## config.mk

```make
export PLATFORM = sky130hd
export DESIGN_NAME = multicycle_ctrl
export DESIGN_NICKNAME = d
export VERILOG_FILES = /design/src/rtl/multicycle_ctrl.sv
export SDC_FILE = /design/constraint.sdc
export NUM_CORES = 1
export LEC_CHECK = 0
export CAP_MARGIN = 20
export CORE_UTILIZATION = 51
export DETAILED_ROUTE_END_ITERATION = 10
export GPL_ROUTABILITY_DRIVEN = 0
export HOLD_SLACK_MARGIN = 0.03
export PLACE_DENSITY_LB_ADDON = 0.3
export SLEW_MARGIN = 0
export SYNTH_ARGS = -nofsm -noshare
export SYNTH_HDL_FRONTEND = slang
export SYNTH_SLANG_ARGS = --single-unit
```

## constraint.sdc

```tcl
create_clock -name clk -period 3.1 [get_ports clk]
set_input_delay 0.62 -clock clk [delete_from_list [all_inputs] [get_ports clk]]
set_output_delay 0.62 -clock clk [all_outputs]
set_load 0.02 [all_outputs]
```

## src/rtl/multicycle_ctrl.sv

```systemverilog
// Multi-cycle control sequencer for the 8-bit accumulator datapath.
// Holds the instruction register and the memory data register, drives the
// datapath strobes and PC write enable, handshakes with data memory and
// traps on ALU overflow or memory timeout.
//
// state   | meaning
// --------+-------------------------------------------------------------
// IDLE    | waiting for start
// FETCH   | latch inst_in into ir
// DECODE  | one decode cycle; HALT encoding parks the sequencer
// EXEC    | ALU operation, jump, or branch/memory setup
// BRWAIT  | branch flag now registered; select PC source and write PC
// MEM     | data-memory request outstanding, timeout counter running
// WB      | write load data back to the accumulator file
// HALT    | HALT executed; only rst leaves
// ERR     | overflow or memory timeout trapped; only rst leaves
module multicycle_ctrl #(
  parameter bit          TRAP_OVF    = 1'b1,
  parameter int unsigned MEM_TIMEOUT = 15
) (
  input  logic       clk,
  input  logic       rst,
  input  logic       start,
  input  logic [8:0] inst_in,
  input  logic       overflow,
  input  logic       BranchFlag,
  input  logic       mem_ready,
  input  logic [7:0] mem_rdata,
  output logic [8:0] ir,
  output logic [7:0] read_data_q,
  output logic       MemToReg,
  output logic       PcSrc,
  output logic       ALUSrc,
  output logic       RegWrite,
  output logic       Jump,
  output logic       PcWrite,
  output logic [2:0] ALUControl,
  output logic [2:0] AccControl,
  output logic       mem_req,
  output logic       mem_we,
  output logic       halted,
  output logic       err,
  output logic [15:0] retired
);

  typedef enum logic [3:0] {
    S_IDLE, S_FETCH, S_DECODE, S_EXEC, S_BRWAIT, S_MEM, S_WB, S_HALT, S_ERR
  } state_t;

  localparam logic [2:0] OP_ADD  = 3'b000;
  localparam logic [2:0] OP_SUB  = 3'b001;
  localparam logic [2:0] OP_AND  = 3'b010;
  localparam logic [2:0] OP_BEQ  = 3'b011;
  localparam logic [2:0] OP_ADDI = 3'b100;
  localparam logic [2:0] OP_LW   = 3'b101;
  localparam logic [2:0] OP_SW   = 3'b110;
  localparam logic [2:0] OP_J    = 3'b111;

  localparam logic [2:0] ALU_ADD = 3'b010;
  localparam logic [2:0] ALU_SUB = 3'b110;
  localparam logic [2:0] ALU_AND = 3'b000;

  localparam logic [8:0] HALT_INST = 9'h1FF;
  localparam logic [7:0] TMO_LIMIT = 8'(MEM_TIMEOUT);

  state_t     state, state_nxt;
  logic [7:0] tmo_cnt;
  logic [7:0] tmo_next;
  logic [2:0] op;
  logic       alu_src_dec;
  logic [2:0] alu_ctl_dec;
  logic       ovf_trap;

  assign op       = ir[8:6];
  assign tmo_next = tmo_cnt + 8'd1;

  // ALU operand/operation decode shared by EXEC and MEM (address held stable)
  always_comb begin
    alu_src_dec = (op == OP_ADDI) || (op == OP_LW) || (op == OP_SW);
    if (op == OP_SUB || op == OP_BEQ) alu_ctl_dec = ALU_SUB;
    else if (op == OP_AND)            alu_ctl_dec = ALU_AND;
    else                              alu_ctl_dec = ALU_ADD;
  end

  // AND cannot overflow, so only the arithmetic opcodes can trap
  assign ovf_trap = TRAP_OVF && overflow && (op != OP_AND);

  // Next-state and strobe decode from state and ir
  always_comb begin
    state_nxt  = state;
    MemToReg   = 1'b0;
    PcSrc      = 1'b0;
    ALUSrc     = 1'b0;
    RegWrite   = 1'b0;
    Jump       = 1'b0;
    PcWrite    = 1'b0;
    ALUControl = 3'b000;
    mem_req    = 1'b0;
    mem_we     = 1'b0;
    case (state)
      S_IDLE:   if (start) state_nxt = S_FETCH;
      S_FETCH:  state_nxt = S_DECODE;
      S_DECODE: state_nxt = (ir == HALT_INST) ? S_HALT : S_EXEC;
      S_EXEC: begin
        ALUSrc     = alu_src_dec;
        ALUControl = alu_ctl_dec;
        case (op)
          OP_ADD, OP_SUB, OP_AND, OP_ADDI: begin
            if (ovf_trap) begin
              state_nxt = S_ERR;
            end else begin
              RegWrite  = 1'b1;
              PcWrite   = 1'b1;
              state_nxt = S_FETCH;
            end
          end
          OP_BEQ: state_nxt = S_BRWAIT;
          OP_J: begin
            Jump      = 1'b1;
            PcWrite   = 1'b1;
            state_nxt = S_FETCH;
          end
          default: state_nxt = S_MEM;
        endcase
      end
      S_BRWAIT: begin
        PcSrc     = BranchFlag;
        PcWrite   = 1'b1;
        state_nxt = S_FETCH;
      end
      S_MEM: begin
        ALUSrc     = alu_src_dec;
        ALUControl = alu_ctl_dec;
        mem_req    = 1'b1;
        mem_we     = (op == OP_SW);
        if (mem_ready) begin
          if (op == OP_SW) begin
            PcWrite   = 1'b1;
            state_nxt = S_FETCH;
          end else begin
            state_nxt = S_WB;
          end
        end else if (tmo_next == TMO_LIMIT) begin
          state_nxt = S_ERR;
        end
      end
      S_WB: begin
        MemToReg  = 1'b1;
        RegWrite  = 1'b1;
        PcWrite   = 1'b1;
        state_nxt = S_FETCH;
      end
      default: state_nxt = state;
    endcase
  end

  assign AccControl = RegWrite ? ir[5:3] : 3'b000;
  assign halted     = (state == S_HALT);
  assign err        = (state == S_ERR);

  // State, IR, MDR, memory timeout counter and retired-instruction count
  always_ff @(posedge clk) begin
    if (rst) begin
      state       <= S_IDLE;
      ir          <= 9'd0;
      read_data_q <= 8'd0;
      tmo_cnt     <= 8'd0;
      retired     <= 16'd0;
    end else begin
      state <= state_nxt;
      if (state == S_FETCH) ir <= inst_in;
      if (state == S_MEM) begin
        if (mem_ready) begin
          tmo_cnt <= 8'd0;
          if (op == OP_LW) read_data_q <= mem_rdata;
        end else begin
          tmo_cnt <= tmo_next;
        end
      end
      if (PcWrite) retired <= retired + 16'd1;
    end
  end

endmodule
```

==> flow_metrics.tcl <==
set metrics [dict create \
    dp.final_hpwl_mm 4.472 \
    finClkSkew_ps 8.700 \
    min_period_over_period 0.9554 \
    die_area_sq_mm 0.005185 \
    setup_tns_ps 0 \
    portBuffers 70 \
    syn_area_sq_mm 0.002500 \
    grt_pass1_vias 2286 \
    critPathCapture "AccControl[0]" \
    utilization 0.7147 \
    cts_hold_buf 0 \
    cp.depth 7 \
    peakVddDrop_mv 0.3658 \
    fin_ws_ps 138.4 \
    wirelength_mm 6.296 \
    grt.total_usage 0.2501 \
    ys_seq_area_frac 0.3604 \
    setup-violations-final 0 \
    via_count 2571 \
    start_kind "input pin" \
    postCtsSetupBuffers 0 \
    dr.pass1.iters 4 \
    ys_ff_latch 45 \
    n_antenna_cell 0 \
    worst-r2r-cell-count 7 \
    cp.required_ps 2480 \
    finalNonFillerCells 449 \
    avgSynthCellArea_sq_um 7.936 \
    synth-edff-count 0 \
    routedWlPerCell_um 14.02 \
    cts_max_path_buffers 2 \
    hold_depth 2 \
    rows 25 \
    slew_violations 0 \
    initial_core_util 0.5293 \
    critPathTopFamily "buffers and inverters" \
    crit_start "overflow" \
    synthesis.nets 341 \
    tightest_slew_ps 686.8 \
    min_path_type "register to register" \
    via_per_inst 5.726 \
    drc 0 \
    synth_cell_types 59 \
    die_y_um 72.01 \
    p_leak_uw 0.001231 \
    ant_nets 0 \
    grt_overflow 0 \
    hold_viol_final 0 \
    postSynthCellCount 315 \
    cpPeakStageDelay_ps 540 \
    crit_chain "clkdlybuf4s50_1 > mux2i_1 > a21oi_1 > nor2_1 > nor2_2 > nor2b_1 > clkdlybuf4s50_1" \
    rsz0062_at_grt "false" \
    drv_cap 0 \
    period_needed_ps 2962 \
    area_delta_synth_final_pct 35.04 \
    numCtsBuffers 5 \
    final_cell_mix "clkdlybuf4s50_1 (67), dfxtp_1 (45), a21oi_1 (34)" \
    htree_levels 2 \
    powerDensity_mw_per_mm2 535.4 \
    cts_sinks 45 \
    yosysWarnings 0 \
    drive_gt1_frac 0.06806 \
    cts-root-buf "clkbuf_8" \
    grt_max_degree 26 \
    drt_iter0_markers 213 \
    crit_slowest_cell "clkdlybuf4s50_1" \
    core_area_sq_mm 0.004723 \
    status "finished clean" \
    timing.fmax_ghz 0.3377 \
    insertion_delay_ps 300 \
    post_cts_resized 0 \
    path_buf_inv 2 \
    relSlewSlack 0.5407 \
    ys.flop_type "dfxtp_1" \
    arrival_ps 2340 \
    dp.cells 441 \
    async_reset_ff_frac 0 \
    r2r_start "state[0]" \
    ios 72 \
    pre_cts_slack_ps 28.20 \
    nets 407 \
    grt_pass1_wl_mm 10.47 \
    whs_ps 480.7 \
    r2r_slack_ps 840 \
    layout_commonest_cell "clkdlybuf4s50_1" \
    crit_top_cell "clkdlybuf4s50_1" \
    cp-end-kind "output pin" \
    fp.dieW_um 72.01 \
    r2r-end "state[2]" \
    crit_type "input pin to output pin" \
    clkSlewWorstSetupHoldPaths_ps 80 \
    antenna_found_initial 0 \
    cts_tree "done" \
    cp_max_fo 4 \
]
worst reg2reg max path: stages, from the launching register on:
cell and delay (ps):
dfxtp_1 590, nand4bb_2 330, clkinv_1 200, buf_4 160, nand2b_1 130, nor3_1 430
nor4_1 110, a211oi_1 210
sequential cells by signal, indices dropped and copies added (netlist names):
signal,count
ir,9
state,4
tmo_cnt,8
read_data_q,8
retired,16
per-stage QoR:
stage	area (sq um)	power, uW
global route	3376	1909
floorplan	2500	1137
global placement	3244	1342
CTS	3361	1807
detailed placement	3244	1348
finish	3376	1808
layer usage:
layer / global-route usage / part of all wire
met5: 0 / 0
met4: 0.05882 / 0.0073
met3: 0.06528 / 0.081
met2: 0.3920 / 0.46
met1: 0.3461 / 0.46
power breakdown:
group / switching [uW] / leakage [uW] / internal (uW)
logic: 346 / 0.000808 / 277
registers: 92.4 / 0.000364 / 630
clock network: 199 / 0.0000585 / 263
total: 637 / 0.00123 / 1170
synthesized netlist by cell type (all sizes together) (5+ instances only):
cell    number  area (sq um)
or4          7         52.55
buf          9         70.06
nor2b        5         31.28
inv         16         60.05
nand2       31         116.4
and3         5         31.28
mux2i       10         100.1
nand4        7         43.79
nand3        9         45.04
nor3        10         50.05
o31ai        8         60.06
clkbuf      12         45.04
o21ai       11         55.05
a211oi       5         37.54
or3          5         31.28
nor2        29         108.9
dfxtp       45         900.9
a21oi       34         170.2
layout make-up:
type / count / area [sq um]
inverter: 17 / 63.81
multi-input combinational: 232 / 1428
clock buffer: 7 / 86.33
sequential: 45 / 900.9
timing repair buffer: 80 / 783.3
fill: 385 / 1348
tap: 67 / 83.83
clock inverter: 1 / 30.03
cell families after synthesis:
kind of cell | share of synthesized area
simple gates | 0.2813
compound gates | 0.2187
flops | 0.3604
buf+inv | 0.07156
mux | 0.04455
fa+ha+maj | 0.01502
xor+xnor | 0.007008
other cells | 0.001500
worst min path at each step:
stage / startpoint / to / slack [ps]
3_5_place_dp: ir[2] / ir[2] / 460
2_1_floorplan: tmo_cnt[6] / tmo_cnt[6] / 470
5_1_grt: ir[3] / ir[3] / 520
4_1_cts: ir[2] / ir[2] / 480
6_report: ir[2] / ir[2] / 480
3_3_place_gp: ir[2] / ir[2] / 460
(Power assumes the default switching activity.)
